==> src/rtl/mpu_capture_pkg.sv <==
// ============================================================================
// mpu_capture_pkg
// ----------------------------------------------------------------------------
// Shared definitions for the MPU6050 capture block:
//   - fsm_state_t   : state of the dominant-axis compare FSM
//   - TIC_DIV_DEF   : default MCLK cycles per TIC period
//   - DEADBAND_DEF  : default magnitude dead-band
//   - adr_hi/adr_lo : byte address of the high/low byte of channel k
// ============================================================================
package mpu_capture_pkg;

    typedef enum logic [1:0] {
        IDLE     = 2'd0,
        SCAN     = 2'd1,
        DECIDE   = 2'd2,
        WAIT_TIC = 2'd3
    } fsm_state_t;

    localparam int TIC_DIV_DEF  = 161;
    localparam int DEADBAND_DEF = 512;

    // Samples arrive big-endian: the high byte of channel k sits at the even
    // address, the low byte right after it.
    function automatic int adr_hi(input int k);
        return 2 * k;
    endfunction

    function automatic int adr_lo(input int k);
        return 2 * k + 1;
    endfunction

endpackage

==> src/rtl/mpu_tic_gen.sv <==
// ============================================================================
// mpu_tic_gen
// ----------------------------------------------------------------------------
// Free-running divider producing a one-cycle TIC strobe every TIC_DIV cycles.
// The counter runs 0..TIC_DIV-1 and TIC is high while it sits at TIC_DIV-1,
// so the first TIC appears TIC_DIV-1 cycles after SRST is released.
//
// Ports:
//   MCLK  in   system clock
//   SRST  in   synchronous active-high reset
//   TIC   out  one-cycle strobe, once per TIC_DIV cycles
// ============================================================================
module mpu_tic_gen
    import mpu_capture_pkg::*;
#(
    parameter int TIC_DIV = TIC_DIV_DEF
) (
    input  logic MCLK,
    input  logic SRST,
    output logic TIC
);

    localparam int CW = (TIC_DIV > 2) ? $clog2(TIC_DIV) : 1;
    localparam logic [CW-1:0] LAST = CW'(TIC_DIV - 1);

    logic [CW-1:0] count_reg;

    always_ff @(posedge MCLK) begin
        if (SRST) begin
            count_reg <= '0;
        end else if (count_reg == LAST) begin
            count_reg <= '0;
        end else begin
            count_reg <= count_reg + CW'(1);
        end
    end

    // Decoded straight from the counter register, so it is glitch-free and
    // lines up with the cycle in which the count holds its last value.
    assign TIC = (count_reg == LAST);

endmodule

==> src/rtl/mpu_axis_capture.sv <==
// ============================================================================
// mpu_axis_capture
// ----------------------------------------------------------------------------
// Tick generation, per-channel byte capture, atomic frame publish and a
// sequential dominant-axis search with dead-band for the MPU6050 demo.
//
// Ports:
//   MCLK        in   system clock (only clock)
//   SRST        in   synchronous active-high reset
//   TIC         out  one-cycle strobe every TIC_DIV cycles
//   LOAD        in   byte strobe, honoured only in TIC cycles
//   ADR         in   byte index (2k = high byte of ch k, 2k+1 = low byte)
//   DATA        in   byte value
//   COMPLETED   in   frame-end strobe, honoured only in TIC cycles
//   RESCAN      out  next-frame request, high in one TIC cycle after DECIDE
//   SAMPLES     out  published samples, channel k at [k*DW +: DW]
//   FRAME_VALID out  one-cycle pulse when SAMPLES updates
//   FRAME_CNT   out  accepted frame count, wraps at 256
//   LED         out  one-hot dominant channel, zero inside the dead-band
//   SIGN        out  sign of the dominant sample, zero when LED is zero
//   OVERRUN     out  sticky: COMPLETED seen while the FSM was busy
// ============================================================================
module mpu_axis_capture
    import mpu_capture_pkg::*;
#(
    parameter int TIC_DIV  = TIC_DIV_DEF,
    parameter int NCH      = 3,
    parameter int DW       = 16,
    parameter int ADR_W    = 4,
    parameter int DEADBAND = DEADBAND_DEF
) (
    input  logic              MCLK,
    input  logic              SRST,
    output logic              TIC,
    input  logic              LOAD,
    input  logic [ADR_W-1:0]  ADR,
    input  logic [7:0]        DATA,
    input  logic              COMPLETED,
    output logic              RESCAN,
    output logic [NCH*DW-1:0] SAMPLES,
    output logic              FRAME_VALID,
    output logic [7:0]        FRAME_CNT,
    output logic [NCH-1:0]    LED,
    output logic              SIGN,
    output logic              OVERRUN
);

    localparam int IW = (NCH > 1) ? $clog2(NCH) : 1;
    localparam logic [IW-1:0] LAST_CH  = IW'(NCH - 1);
    localparam logic [DW-1:0] DB       = DW'(DEADBAND);
    localparam logic [DW-1:0] MOST_NEG = {1'b1, {(DW-1){1'b0}}};
    localparam logic [DW-1:0] MAX_POS  = {1'b0, {(DW-1){1'b1}}};

    logic tic;
    logic byte_wr;

    // Staging bytes with the current TIC write folded in, so a byte written
    // in the same TIC as COMPLETED lands in the published frame.
    logic [NCH*DW-1:0] staging_view;

    fsm_state_t        state_reg;
    logic [IW-1:0]     scan_idx_reg;
    logic [IW-1:0]     win_idx_reg;
    logic [DW-1:0]     max_mag_reg;
    logic [NCH*DW-1:0] samples_reg;
    logic              frame_valid_reg;
    logic [7:0]        frame_cnt_reg;
    logic [NCH-1:0]    led_reg;
    logic              sign_reg;
    logic              overrun_reg;

    logic [DW-1:0]     cur_sample;
    logic [DW-1:0]     cur_mag;
    logic [DW-1:0]     win_sample;

    mpu_tic_gen #(
        .TIC_DIV (TIC_DIV)
    ) u_tic_gen (
        .MCLK (MCLK),
        .SRST (SRST),
        .TIC  (tic)
    );

    assign byte_wr = tic && LOAD;

    // ------------------------------------------------------------------
    // Staging registers: one high byte per channel, plus a low byte when
    // samples are 16 bits wide. Addresses outside 0..2*NCH-1 match no
    // byte and are dropped; with DW=8 odd addresses have no target.
    // ------------------------------------------------------------------
    genvar gi;
    generate
        for (gi = 0; gi < NCH; gi++) begin : g_ch
            logic [7:0] hi_reg;
            logic [7:0] hi_view;
            logic       hi_wr;

            assign hi_wr   = byte_wr && (ADR == ADR_W'(adr_hi(gi)));
            assign hi_view = hi_wr ? DATA : hi_reg;

            always_ff @(posedge MCLK) begin
                if (SRST) begin
                    hi_reg <= '0;
                end else if (hi_wr) begin
                    hi_reg <= DATA;
                end
            end

            if (DW == 16) begin : g_lo
                logic [7:0] lo_reg;
                logic [7:0] lo_view;
                logic       lo_wr;

                assign lo_wr   = byte_wr && (ADR == ADR_W'(adr_lo(gi)));
                assign lo_view = lo_wr ? DATA : lo_reg;

                always_ff @(posedge MCLK) begin
                    if (SRST) begin
                        lo_reg <= '0;
                    end else if (lo_wr) begin
                        lo_reg <= DATA;
                    end
                end

                assign staging_view[gi*DW +: DW] = {hi_view, lo_view};
            end else begin : g_byte
                assign staging_view[gi*DW +: DW] = hi_view;
            end
        end
    endgenerate

    // Magnitude of the channel under scan. The most negative value has no
    // positive counterpart in DW bits, so it saturates to the largest
    // positive value instead of wrapping back to itself.
    always_comb begin
        cur_sample = samples_reg[scan_idx_reg*DW +: DW];
        win_sample = samples_reg[win_idx_reg*DW +: DW];
        if (!cur_sample[DW-1]) begin
            cur_mag = cur_sample;
        end else if (cur_sample == MOST_NEG) begin
            cur_mag = MAX_POS;
        end else begin
            cur_mag = -cur_sample;
        end
    end

    // ------------------------------------------------------------------
    // Publish + compare FSM
    // ------------------------------------------------------------------
    always_ff @(posedge MCLK) begin
        if (SRST) begin
            state_reg       <= IDLE;
            scan_idx_reg    <= '0;
            win_idx_reg     <= '0;
            max_mag_reg     <= '0;
            samples_reg     <= '0;
            frame_valid_reg <= 1'b0;
            frame_cnt_reg   <= '0;
            led_reg         <= '0;
            sign_reg        <= 1'b0;
            overrun_reg     <= 1'b0;
        end else begin
            frame_valid_reg <= 1'b0;

            // A frame is only accepted while idle; otherwise the previous
            // result is still being computed and the new one is dropped.
            if (tic && COMPLETED) begin
                if (state_reg == IDLE) begin
                    samples_reg     <= staging_view;
                    frame_valid_reg <= 1'b1;
                    frame_cnt_reg   <= frame_cnt_reg + 8'd1;
                end else begin
                    overrun_reg <= 1'b1;
                end
            end

            case (state_reg)
                IDLE: begin
                    if (tic && COMPLETED) begin
                        state_reg    <= SCAN;
                        scan_idx_reg <= '0;
                        win_idx_reg  <= '0;
                        max_mag_reg  <= '0;
                    end
                end
                SCAN: begin
                    // Strictly greater: on a tie the lower index keeps it.
                    if (cur_mag > max_mag_reg) begin
                        max_mag_reg <= cur_mag;
                        win_idx_reg <= scan_idx_reg;
                    end
                    if (scan_idx_reg == LAST_CH) begin
                        state_reg <= DECIDE;
                    end else begin
                        scan_idx_reg <= scan_idx_reg + IW'(1);
                    end
                end
                DECIDE: begin
                    if (max_mag_reg > DB) begin
                        led_reg  <= NCH'(1) << win_idx_reg;
                        sign_reg <= win_sample[DW-1];
                    end else begin
                        led_reg  <= '0;
                        sign_reg <= 1'b0;
                    end
                    state_reg <= WAIT_TIC;
                end
                WAIT_TIC: begin
                    if (tic) begin
                        state_reg <= IDLE;
                    end
                end
                default: state_reg <= IDLE;
            endcase
        end
    end

    // RESCAN has to coincide with a TIC cycle, so it is decoded from the
    // registered state and the registered-counter TIC rather than delayed.
    assign RESCAN      = (state_reg == WAIT_TIC) && tic;
    assign TIC         = tic;
    assign SAMPLES     = samples_reg;
    assign FRAME_VALID = frame_valid_reg;
    assign FRAME_CNT   = frame_cnt_reg;
    assign LED         = led_reg;
    assign SIGN        = sign_reg;
    assign OVERRUN     = overrun_reg;

endmodule

==> config.mk <==
export PLATFORM = sky130hd
export DESIGN_NAME = mpu_axis_capture
export DESIGN_NICKNAME = d
export VERILOG_FILES = /design/src/rtl/mpu_capture_pkg.sv /design/src/rtl/mpu_tic_gen.sv /design/src/rtl/mpu_axis_capture.sv
export SDC_FILE = /design/constraint.sdc
export NUM_CORES = 1
export LEC_CHECK = 0
export CORE_UTILIZATION = 25
export CTS_BUF_LIST = sky130_fd_sc_hd__clkbuf_4
export CTS_CLUSTER_DIAMETER = 200
export DETAILED_ROUTE_END_ITERATION = 16
export HOLD_SLACK_MARGIN = 0.1
export PLACE_DENSITY = 0.51
export SETUP_SLACK_MARGIN = 0.02
export SLEW_MARGIN = 30
export SYNTH_ARGS = -nofsm -noshare
export SYNTH_HDL_FRONTEND = slang
export SYNTH_HIERARCHICAL = 1
export SYNTH_SLANG_ARGS = --single-unit
==> constraint.sdc <==
create_clock -name MCLK -period 4.7 [get_ports MCLK]
set_input_delay 0.94 -clock MCLK [delete_from_list [all_inputs] [get_ports MCLK]]
set_output_delay 0.94 -clock MCLK [all_outputs]
set_load 0.01 [all_outputs]
==> summary.md, run 1 <==
| Metric | Value |
|---|---|
| Cell area power density | `276 nW/um2` |
| Skew final | `13.1 ps` |
| Die area | `26,400 um2` |
| Initial drt markers | `283` |
| Async S/R FF share, synth | `0%` |
| Avg WL per Cell | `15.9 um` |
| Starting density of the core | `25.5%` |
| Final WS setup | `425 ps` |
| Fill cell count | `2,679` |
| Core area | `25,300 um2` |
| Netlist cell types | `59` |
| Nets | `820` |
| Clock transition at path regs | `130 ps` |
| IO Count | `80` |
| Vias in the first global route | `4,958` |
| CTS tree | `built` |
| Skew-Pair Late Insertion Delay | `550 ps` |
| CTS Buf Count | `17` |
| GR Util All Layers | `14.1%` |
| Area occupied by multi-input gates | `3350 um2` |
| Syn Std Cell Area | `6450 um2` |
| Vias | `5,210` |
| Hold Path Class | `flop to flop` |
| Max FO, Critical Path | `23` |
| Most area-hungry cell type in the Yosys netlist | `dfxtp_1` |
| Peak VDD IR | `145 uV` |
| RSZ-0062 raised after global routing | `false` |
| Initial DRT Pass Iterations | `4` |
| Post-synth EDFFs | `0` |
| Ranking of synthesized cells by area | `dfxtp_1 43%, mux2i_1 10%, nor2_1 8.4%` |
| Kind of critical path | `flop to flop` |
| Setup TNS | `0 ps` |
| Share of cells above drive strength 1 | `7.45%` |
| Root Driver | `clkbuf_4` |
| Arrival time worst endpoint | `4760 ps` |
| Compound-Gate Fraction of Synth Area | `16.2%` |
| CP Capture Type | `flop` |
| Routed vias/inst | `4.64` |
| Routed wire length | `17,900 um` |
| Most frequent cell after synthesis | `nor2_1` |
| Place WS | `338 ps` |
| Hpwl dp | `13,000 um` |
| Tmin final | `4270 ps` |
| Final Hold Fails | `0` |
| Outcome | `completed` |
| # resized after CTS | `0` |
| Die width | `163 um` |
| GPL Wtd Cong | `0.850` |
| DRT antenna net count | `0` |
| Overall die height | `163 um` |
| Largest family of logic cells by synthesized area | `simple AND/OR/NAND/NOR gates` |
| Worst slew pin tran | `743 ps` |
| Clock tree sinks | `140` |
| Post-Synth Adder-Cell Area | `4.85%` |
| First-pass GRT wire length | `28,300 um` |
| Largest net degree at the start of global routing | `102` |
| Most used DFF post-synth | `dfxtp_1` |
| Mapped Cells | `714` |
| Reg area | `2800 um2` |
| # DRC | `0` |
| Commonest cells post-synth | `145 x nor2_1, 140 x dfxtp_1, 67 x mux2i_1` |
| Max Slew Vio Count | `0` |
| WP data required | `5180 ps` |
| YS warnings | `6` |
| Max_cap viols | `0` |
| Top-area cell type share of the netlist area | `43.5%` |
| Post-CTS Setup Inserts | `0` |
| Register area share after synthesis | `43.5%` |
| Max reg flops | `48` |
| H-tree depth | `4` |
| Worst setup SP type | `flop` |
| Post-Synth XOR/XNOR Area | `2.99%` |
| Fmax | `0.234 GHz` |
| Syn avg cell area | `9.03 um2` |
| Clock tree buffer depth | `2` |
| Final Cycle Share | `91.0%` |
| Worst slew margin | `50.4%` |
| Syn Nets | `755` |
| #FFs+latches synth | `140` |
| CTS Hold Buffers Added | `0` |
| Port bufs | `79` |
| P&R area growth vs syn | `21.9%` |
| Simple-gate portion of the synthesized area | `17.3%` |
| Congestion Overflow GR | `0` |
| # setup viols final | `0` |
| Initial antenna violation count | `1` |
| Mux cell area share after synthesis | `10.4%` |
| Pleak | `2.95 nW` |
| Num rows | `58` |
==> cell type report <==
cell class,count,area share [%]
repair buffers,87,11.1
clock inverters,15,2.20
multi-input cells,502,42.7
diodes,1,0.0318
well taps,330,5.25
inverters,31,1.48
clock buffers,17,1.62
flip-flops and latches,140,35.7
==> critical path, stage by stage (launching register included) <==
cell,delay (ps)
dfxtp_2,490
buf_6,270
mux2i_1,220
o22ai_1,170
nor4_2,440
nand4_2,210
or2_4,330
a32oi_2,260
ha_1,160
nand4_1,120
nor4_2,350
o21ai_1,160
a31oi_2,170
and2_2,240
or4b_1,460
a21oi_1,140
==> kinds of logic (layout without fill, tap and decap cells) <==
family	count (synthesis)	after routing
fa+ha+maj	25	25
buf+inv	72	150
other cells	0	1
simple gates	248	248
flops	140	140
compound gates	140	140
xor+xnor	22	22
mux	67	67
==> final timing paths <==
kind,startpoint,to,slack [ps],cells after the start
setup / recovery,scan_idx_reg[0],max_mag_reg[15],430,15
hold / removal,LED[0],LED[0],480,2
setup reg to reg,scan_idx_reg[0],max_mag_reg[15],430,15
hold reg to reg,LED[0],LED[0],480,2
==> routing by layer <==
metal,track usage (%),up-vias,part of all wire (%)
li1,-,2652,-
met3,3.57,14,3.5
met4,3.82,0,1.0
met5,0,-,0
met2,22.3,98,45
met1,18.9,2446,50
==> layout by cell type, fill, tap and decap left out, types with 4 or more instances in the layout <==
cell type	netlist	layout
clkinvlp_4	0	4
o22ai_1	11	11
nand2_1	46	46
a31oi_1	8	8
nor2_1	145	145
a22oi_1	4	4
clkdlybuf4s50_1	0	78
dfxtp_1	140	139
o22a_1	4	4
o21ai_0	7	7
xnor2_1	13	13
nor3_1	8	8
mux2i_1	67	67
a21oi_1	19	19
a32o_1	9	9
a211oi_1	50	50
a21o_1	4	4
xor2_1	9	9
nand4_1	5	5
buf_4	3	6
nand3_1	14	14
clkbuf_4	0	17
inv_1	31	31
ha_1	25	25
==> power by group <==
part,internal (mW),switching (mW)
Sequential,1.19,0.00881
Clock,0.367,0.463
Combinational,0.0474,0.0895
==> stage by stage <==
step           power [mW]  util [%]  std cells  hold slack [ps]  cell area (um2)
3_5_place_dp         1.37      29.8       1090              460             7530
5_1_grt              2.28      31.1       1123              506             7860
6_report             2.17      31.1       1123              477             7860
2_1_floorplan        1.32         -        714              445             6450
4_1_cts              2.21      31.0       1122              478             7840
3_3_place_gp         1.37      29.8       1090              454             7530
No activity file was read; power rests on OpenSTA's default activity.
==> run 2: changes to the inputs <==
- PLACE_DENSITY: 0.51 -> 0.48
==> run 2 against run 1 <==
  * Count of clock-buffer cells in the layout rose by 1
  * Final area fell by 0.24%
  * Global-route usage fell by 0.085 points
  * Largest cell class unchanged
  * Clock skew rose by 14 ps
  * Worst hold slack got worse by 3.0 ps
  * Setup slack got worse by 47 ps
  * Critical path type unchanged
==> summary.md, run 2 (synthesis results as in run 1) <==
| Metric | Value |
|---|---|
| Outcome | `completed` |
| Hold Path Sink | `LED[0]` |
| Reg power frac | `55.2% (-0.2 points)` |
| Die width | `163 um (unchanged)` |
| CTS tree | `built` |
| Port bufs | `79 (unchanged)` |
| Final Cell Area | `7840 um2 (-0.24%)` |
| Root Driver | `clkbuf_4` |
| Vias | `5,160 (-0.96%)` |
| H-tree depth | `4 (unchanged)` |
| Share of cells above drive strength 1 | `7.32% (-0.13 points)` |
| Max reg flops | `48 (unchanged)` |
| Clk pwr share | `38.6% (+0.3 points)` |
| # DRC | `0 (unchanged)` |
| Post-CTS Setup Inserts | `0 (unchanged)` |
| IO Count | `80 (unchanged)` |
| Tmin final | `4320 ps (+46.7 ps)` |
| Setup TNS | `0 ps (unchanged)` |
| P_sw | `561 uW (about the same)` |
| Reg2reg path depth | `15 (unchanged)` |
| DP Area | `7520 um2 (-0.17%)` |
| WP data required | `5190 ps (about the same)` |
| Skew final | `27.1 ps (+14.0 ps)` |
| Top Usage Layer GRT | `met2` |
| Max Slew Vio Count | `0 (unchanged)` |
| Clock transition at path regs | `120 ps (about the same)` |
| Clock tree sinks | `140 (unchanged)` |
| Met3 Track Usage GR | `3.36% (-0.20 points)` |
| Fmax | `0.231 GHz (-1.1%)` |
| GR Util met1 | `18.8% (-0.11 points)` |
| Hold Path Class | `flop to flop` |
| Peak VDD IR | `115 uV (-21%)` |
| GR Util All Layers | `14.0% (-0.085 points)` |
| Commonest non-fill, non-tap cells in the layout | `145 x nor2_1, 139 x dfxtp_1, 78 x clkdlybuf4s50_1, 67 x mux2i_1, 50 x a211oi_1` |
| RR Startpoint | `scan_idx_reg[0]` |
| # setup viols final | `0 (unchanged)` |
| Kind of critical path | `flop to flop` |
| Clock tree buffer depth | `2 (unchanged)` |
| Cell area power density | `278 nW/um2 (+0.73%)` |
| Total power | `2.18 mW (+0.48%)` |
| Arrival time worst endpoint | `4810 ps (+50 ps)` |
| Final core utilization | `31.0% (-0.074 points)` |
| CTS Buf Count | `17 (unchanged)` |
| Hold Crit Start | `LED[0]` |
| Beginning of the critical path | `scan_idx_reg[0]` |
| Int Power | `1.62 mW (+0.64%)` |
| Max_cap viols | `0 (unchanged)` |
| Final Cycle Share | `91.9% (+0.99 points)` |
| Hpwl dp | `13,100 um (+0.62%)` |
| Core area | `25,300 um2 (unchanged)` |
| Avg WL per Cell | `16.0 um (+0.36%)` |
| Worst slew pin tran | `727 ps (-16.7 ps)` |
| Combinational Power Share | `6.3% (about the same)` |
| Most common cell after layout, fill and taps aside | `nor2_1` |
| Nets | `820 (unchanged)` |
| DRT antenna net count | `0 (unchanged)` |
| FF-to-FF setup slack | `380 ps (-50 ps)` |
| Skew-Pair Late Insertion Delay | `560 ps (about the same)` |
| Initial DRT Pass Iterations | `4 (unchanged)` |
| Die area | `26,400 um2 (unchanged)` |
| WHS Path Cells | `2 (unchanged)` |
| Net Sw Frac | `25.8% (-0.11 points)` |
| Starting density of the core | `25.5% (unchanged)` |
| CP Capture Type | `flop` |
| R2R Path End | `max_mag_reg[15]` |
| M2 GR Usage | `22.3% (-0.078 points)` |
| GPL Wtd Cong | `0.902 (+6.0%)` |
| RSZ-0062 raised after global routing | `false` |
| Initial antenna violation count | `1 (unchanged)` |
| Vias in the first global route | `4,786 (-3.5%)` |
| Routed wire length | `17,900 um (+0.36%)` |
| Final Hold Fails | `0 (unchanged)` |
| Initial drt markers | `259 (-8.5%)` |
| Max FO, Critical Path | `23 (unchanged)` |
| Congestion Overflow GR | `0 (unchanged)` |
| Pleak | `2.96 nW (+0.18%)` |
| Routed vias/inst | `4.59 (-0.96%)` |
| Largest net degree at the start of global routing | `102 (unchanged)` |
| P&R area growth vs syn | `21.6%` |
| Overall die height | `163 um (unchanged)` |
| Worst setup SP type | `flop` |
| First-pass GRT wire length | `28,000 um (-1.1%)` |
| Worst slew margin | `51.6% (+1.1 points)` |
| Worst Hold Margin | `474 ps (-2.99 ps)` |
| Num rows | `58 (unchanged)` |
==> run 2: cell types whose count changed in the layout (fill, tap and decap cells not counted), sizes merged <==
cell | previous run | this run
inv | 33 | 34
clkinvlp | 4 | 2
clkbuf | 17 | 18
==> run 2: worst max-delay path, stage by stage (launching register included) <==
cell and delay, ps:
dfxtp_2 500, buf_4 370, mux2i_1 260, o22ai_1 150, nor4_2 370, nand4_2 200
or2_4 330, a32oi_2 260, ha_1 150, nand4_1 130, nor4_1 380, o21ai_1 160
a31oi_2 170, and2_2 230, or4b_1 440, a21oi_1 140
==> run 2: metrics by stage <==
step,setup WS (ps),instances
after detailed placement,332,1090
final,378,1123
after global placement,426,1090
after floorplan,856,714
after CTS,304,1122
after global routing,88.8,1123
==> run 2: how the worst max path moves through the flow <==
stage	to	cells past startpoint	slack, ps
2_1_floorplan	max_mag_reg[15]	18	860
3_3_place_gp	max_mag_reg[15]	15	430
3_5_place_dp	max_mag_reg[15]	15	330
4_1_cts	max_mag_reg[15]	15	300
5_1_grt	max_mag_reg[15]	15	90
6_report	max_mag_reg[15]	15	380
==> run 2: repair_timing <==
action                                  4_1_cts  5_1_grt
endpoints found under the setup margin        0        8
resized for setup                             0        1
hold buffers                                  0        0
==> run 2: power by group through the flow <==
stage	Sequential, mW	Clock (mW)	Combinational [mW]
final	1.20	0.840	0.136
after global routing	1.20	0.924	0.152
after CTS	1.20	0.875	0.139
after detailed placement	1.23	0	0.140
after global placement	1.23	0	0.137
after floorplan	1.23	0	0.0902
==> run 2: cell type report <==
cell class	instances	area [um2]
Sequential cell	140	2800
Antenna cell	1	2.50
Clock buffer	18	135
Timing Repair Buffer	87	852
Tap cell	330	413
Inverter	31	116
Clock inverter	14	169
Fill cell	2696	17400
Multi-Input combinational cell	502	3350
==> run 2: metal layers <==
layer / vias up / wire length [um]
met1: 2413 / 8890
met3: 12 / 631
met2: 80 / 8230
met5: - / 0
li1: 2655 / -
met4: 0 / 168
==> run 3: changes to the inputs <==
- CORE_MARGIN: not set -> 2
- GPL_TIMING_DRIVEN: not set -> 0
- TNS_END_PERCENT: not set -> 5
==> run 3 against run 2 <==
  * Wire length increased by 15%
  * Die area increased by 2.5%
  * Setup slack got worse by 170 ps
  * Sequential power about the same
  * Utilization increased by 0.64 points
  * Sequential cell count unchanged
  * Count of clock-buffer cells in the layout unchanged
  * Non-clock buffer count increased by 37
  * Final area increased by 2.1%
  * Highest routed layer unchanged
  * Combinational power increased by 15%
  * Register-to-register slack got worse by 170 ps
  * Cell count increased by 3.3%
==> summary.md, run 3 (synthesis results as in run 1) <==
| Metric | Value |
|---|---|
| Tmin final | `4490 ps (+166 ps)` |
| CTS Buf Count | `17 (unchanged)` |
| Net Sw Frac | `27.3% (+1.5 points)` |
| Hold Path Class | `flop to flop` |
| Die area | `27,100 um2 (+2.5%)` |
| IO Count | `80 (unchanged)` |
| CP max stage cell | `or4b_1` |
| Avg WL per Cell | `17.7 um (+11%)` |
| # setup viols final | `0 (unchanged)` |
| RR Startpoint | `scan_idx_reg[0]` |
| Max_cap viols | `0 (unchanged)` |
| Pleak | `3.02 nW (+2.0%)` |
| GR Util All Layers | `15.6% (+1.6 points)` |
| Setup TNS | `0 ps (unchanged)` |
| Congestion Overflow GR | `0 (unchanged)` |
| Max FO, Critical Path | `10 (-57%)` |
| Clock tree sinks | `140 (unchanged)` |
| Cell breakdown of the critical path | `buf_6 -> buf_6 -> mux2i_1 -> o22ai_1 -> nor4_2 -> a41oi_1 -> xor2_1 -> nand2_1 -> ha_1 -> nand4_1 -> nor4_2 -> o21ai_1 -> a31oi_4 -> and2_2 -> or4b_1 -> a21oi_1` |
| Routed wire length | `20,600 um (+15%)` |
| Hpwl dp | `15,400 um (+18%)` |
| Skew-Pair Late Insertion Delay | `560 ps (about the same)` |
| Buf+Inv Stages, Crit Path | `2 (+1)` |
| Largest net degree at the start of global routing | `17 (-83%)` |
| Root Driver | `clkbuf_4` |
| Initial drt markers | `273 (+5.4%)` |
| Kind of critical path | `flop to flop` |
| # DRC | `0 (unchanged)` |
| Reg power frac | `55.8% (+0.6 points)` |
| Max stage delay on crit path | `450 ps (-50 ps)` |
| CP Capture Type | `flop` |
| Overall die height | `165 um (+1.2%)` |
| First-pass GRT wire length | `31,400 um (+12%)` |
| Commonest non-fill, non-tap cells in the layout | `145 x nor2_1, 140 x dfxtp_1, 79 x clkdlybuf4s50_1, 67 x mux2i_1, 50 x a211oi_1` |
| Nets | `857 (+4.5%)` |
| Fmax | `0.223 GHz (-3.7%)` |
| Clock transition at path regs | `130 ps (about the same)` |
| Die width | `165 um (+1.2%)` |
| Largest delay share family, worst path | `simple AND/OR/NAND/NOR gates` |
| P&R area growth vs syn | `24.1%` |
| Worst slew pin tran | `775 ps (+48.6 ps)` |
| Share of cells above drive strength 1 | `7.85% (+0.53 points)` |
| DRT antenna net count | `0 (unchanged)` |
| Num rows | `58 (unchanged)` |
| Int Power | `1.57 mW (-3.2%)` |
| Worst slew margin | `48.3% (-3.2 points)` |
| Hold Crit Start | `LED[0]` |
| Arrival time worst endpoint | `4970 ps (+160 ps)` |
| Port bufs | `79 (unchanged)` |
| Max reg flops | `48 (unchanged)` |
| Initial DRT Pass Iterations | `5 (+1)` |
| RSZ-0062 raised after global routing | `false` |
| Routed vias/inst | `4.71 (+2.5%)` |
| Clk pwr share | `37.0% (-1.6 points)` |
| Skew final | `24.6 ps (-2.57 ps)` |
| Final Hold Fails | `0 (unchanged)` |
| Max Slew Vio Count | `0 (unchanged)` |
| Worst Hold Margin | `475 ps (+1.81 ps)` |
| DP Area | `7650 um2 (+1.7%)` |
| H-tree depth | `4 (unchanged)` |
| Vias | `5,461 (+5.8%)` |
| Most common cell after layout, fill and taps aside | `nor2_1` |
| Final Cycle Share | `95.5% (+3.5 points)` |
| Core area | `25,300 um2 (unchanged)` |
| Starting density of the core | `25.5% (unchanged)` |
| Vias in the first global route | `5,260 (+9.9%)` |
| Clock tree buffer depth | `2 (unchanged)` |
| Outcome | `completed` |
| Combinational Power Share | `7.2% (+0.9 points)` |
| Final Cell Area | `8000 um2 (+2.1%)` |
| Cell area power density | `269 nW/um2 (-3.2%)` |
| CTS tree | `built` |
| WP data required | `5180 ps (about the same)` |
| P_sw | `587 uW (+4.7%)` |
| Worst setup SP type | `flop` |
| Peak VDD IR | `163 uV (+42%)` |
| GPL Wtd Cong | `0.844 (-6.4%)` |
| Initial antenna violation count | `1 (unchanged)` |
| Beginning of the critical path | `scan_idx_reg[0]` |
-- run 3: timing repair --
action,4_1_cts,5_1_grt
endpoints found under the hold margin,0,0
buffers inserted,0,4
gates resized for setup,3,4
hold buffers,0,0
setup endpoints to repair,10,16
pin swaps,0,3
-- run 3: routing by layer --
metal / up-vias / global-route usage (%) / part of all wire [%]
li1: 2732 / - / -
met1: 2590 / 20.8 / 48
met2: 122 / 25.3 / 46
met3: 17 / 3.11 / 3.7
met4: 0 / 5.06 / 1.9
met5: - / 0 / 0
-- run 3: area by class of cell --
class / count / area, um2
Multi-Input combinational cell: 502 / 3370
Tap cell: 330 / 413
Inverter: 31 / 116
Buffer: 41 / 194
Timing Repair Buffer: 83 / 821
Fill cell: 2741 / 17300
Sequential cell: 140 / 2800
Antenna cell: 2 / 5.00
Clock inverter: 13 / 144
Clock buffer: 18 / 135
-- run 3: final timing paths --
| path | slack [ps] | cells after the start | end |
|---|---|---|---|
| hold / removal | 480 | 2 | LED[0] |
| hold reg to reg | 480 | 2 | LED[0] |
| setup reg to reg | 210 | 16 | max_mag_reg[15] |
| setup / recovery | 210 | 16 | max_mag_reg[15] |
-- run 3: stage by stage --
step                util, %  setup WS, ps  power [mW]  std cells
floorplan                 -           856        1.32        714
global placement       30.3          -145        1.38       1123
detailed placement     30.3          -109        1.38       1123
CTS                    31.5          20.8        2.18       1154
global route           31.7          20.0        2.24       1160
finish                 31.7           213        2.15       1160
-- run 3: worst register-to-register path, delay by kind of cell, from the launching register on --
| family | cells | cell delay (ps) |
|---|---|---|
| compound gates | 5 | 990 |
| simple gates | 6 | 1700 |
| fa+ha+maj | 1 | 300 |
| buf+inv | 2 | 390 |
| xor+xnor | 1 | 270 |
| flops | 1 | 390 |
| mux | 1 | 370 |
-- run 3: power by group through the flow --
stage                     Sequential, mW  Clock, mW  Combinational, mW
final                               1.20      0.796              0.156
after global routing                1.20      0.865              0.173
after CTS                           1.20      0.821              0.156
after global placement              1.23          0              0.154
after floorplan                     1.23          0             0.0902
after detailed placement            1.23          0              0.154
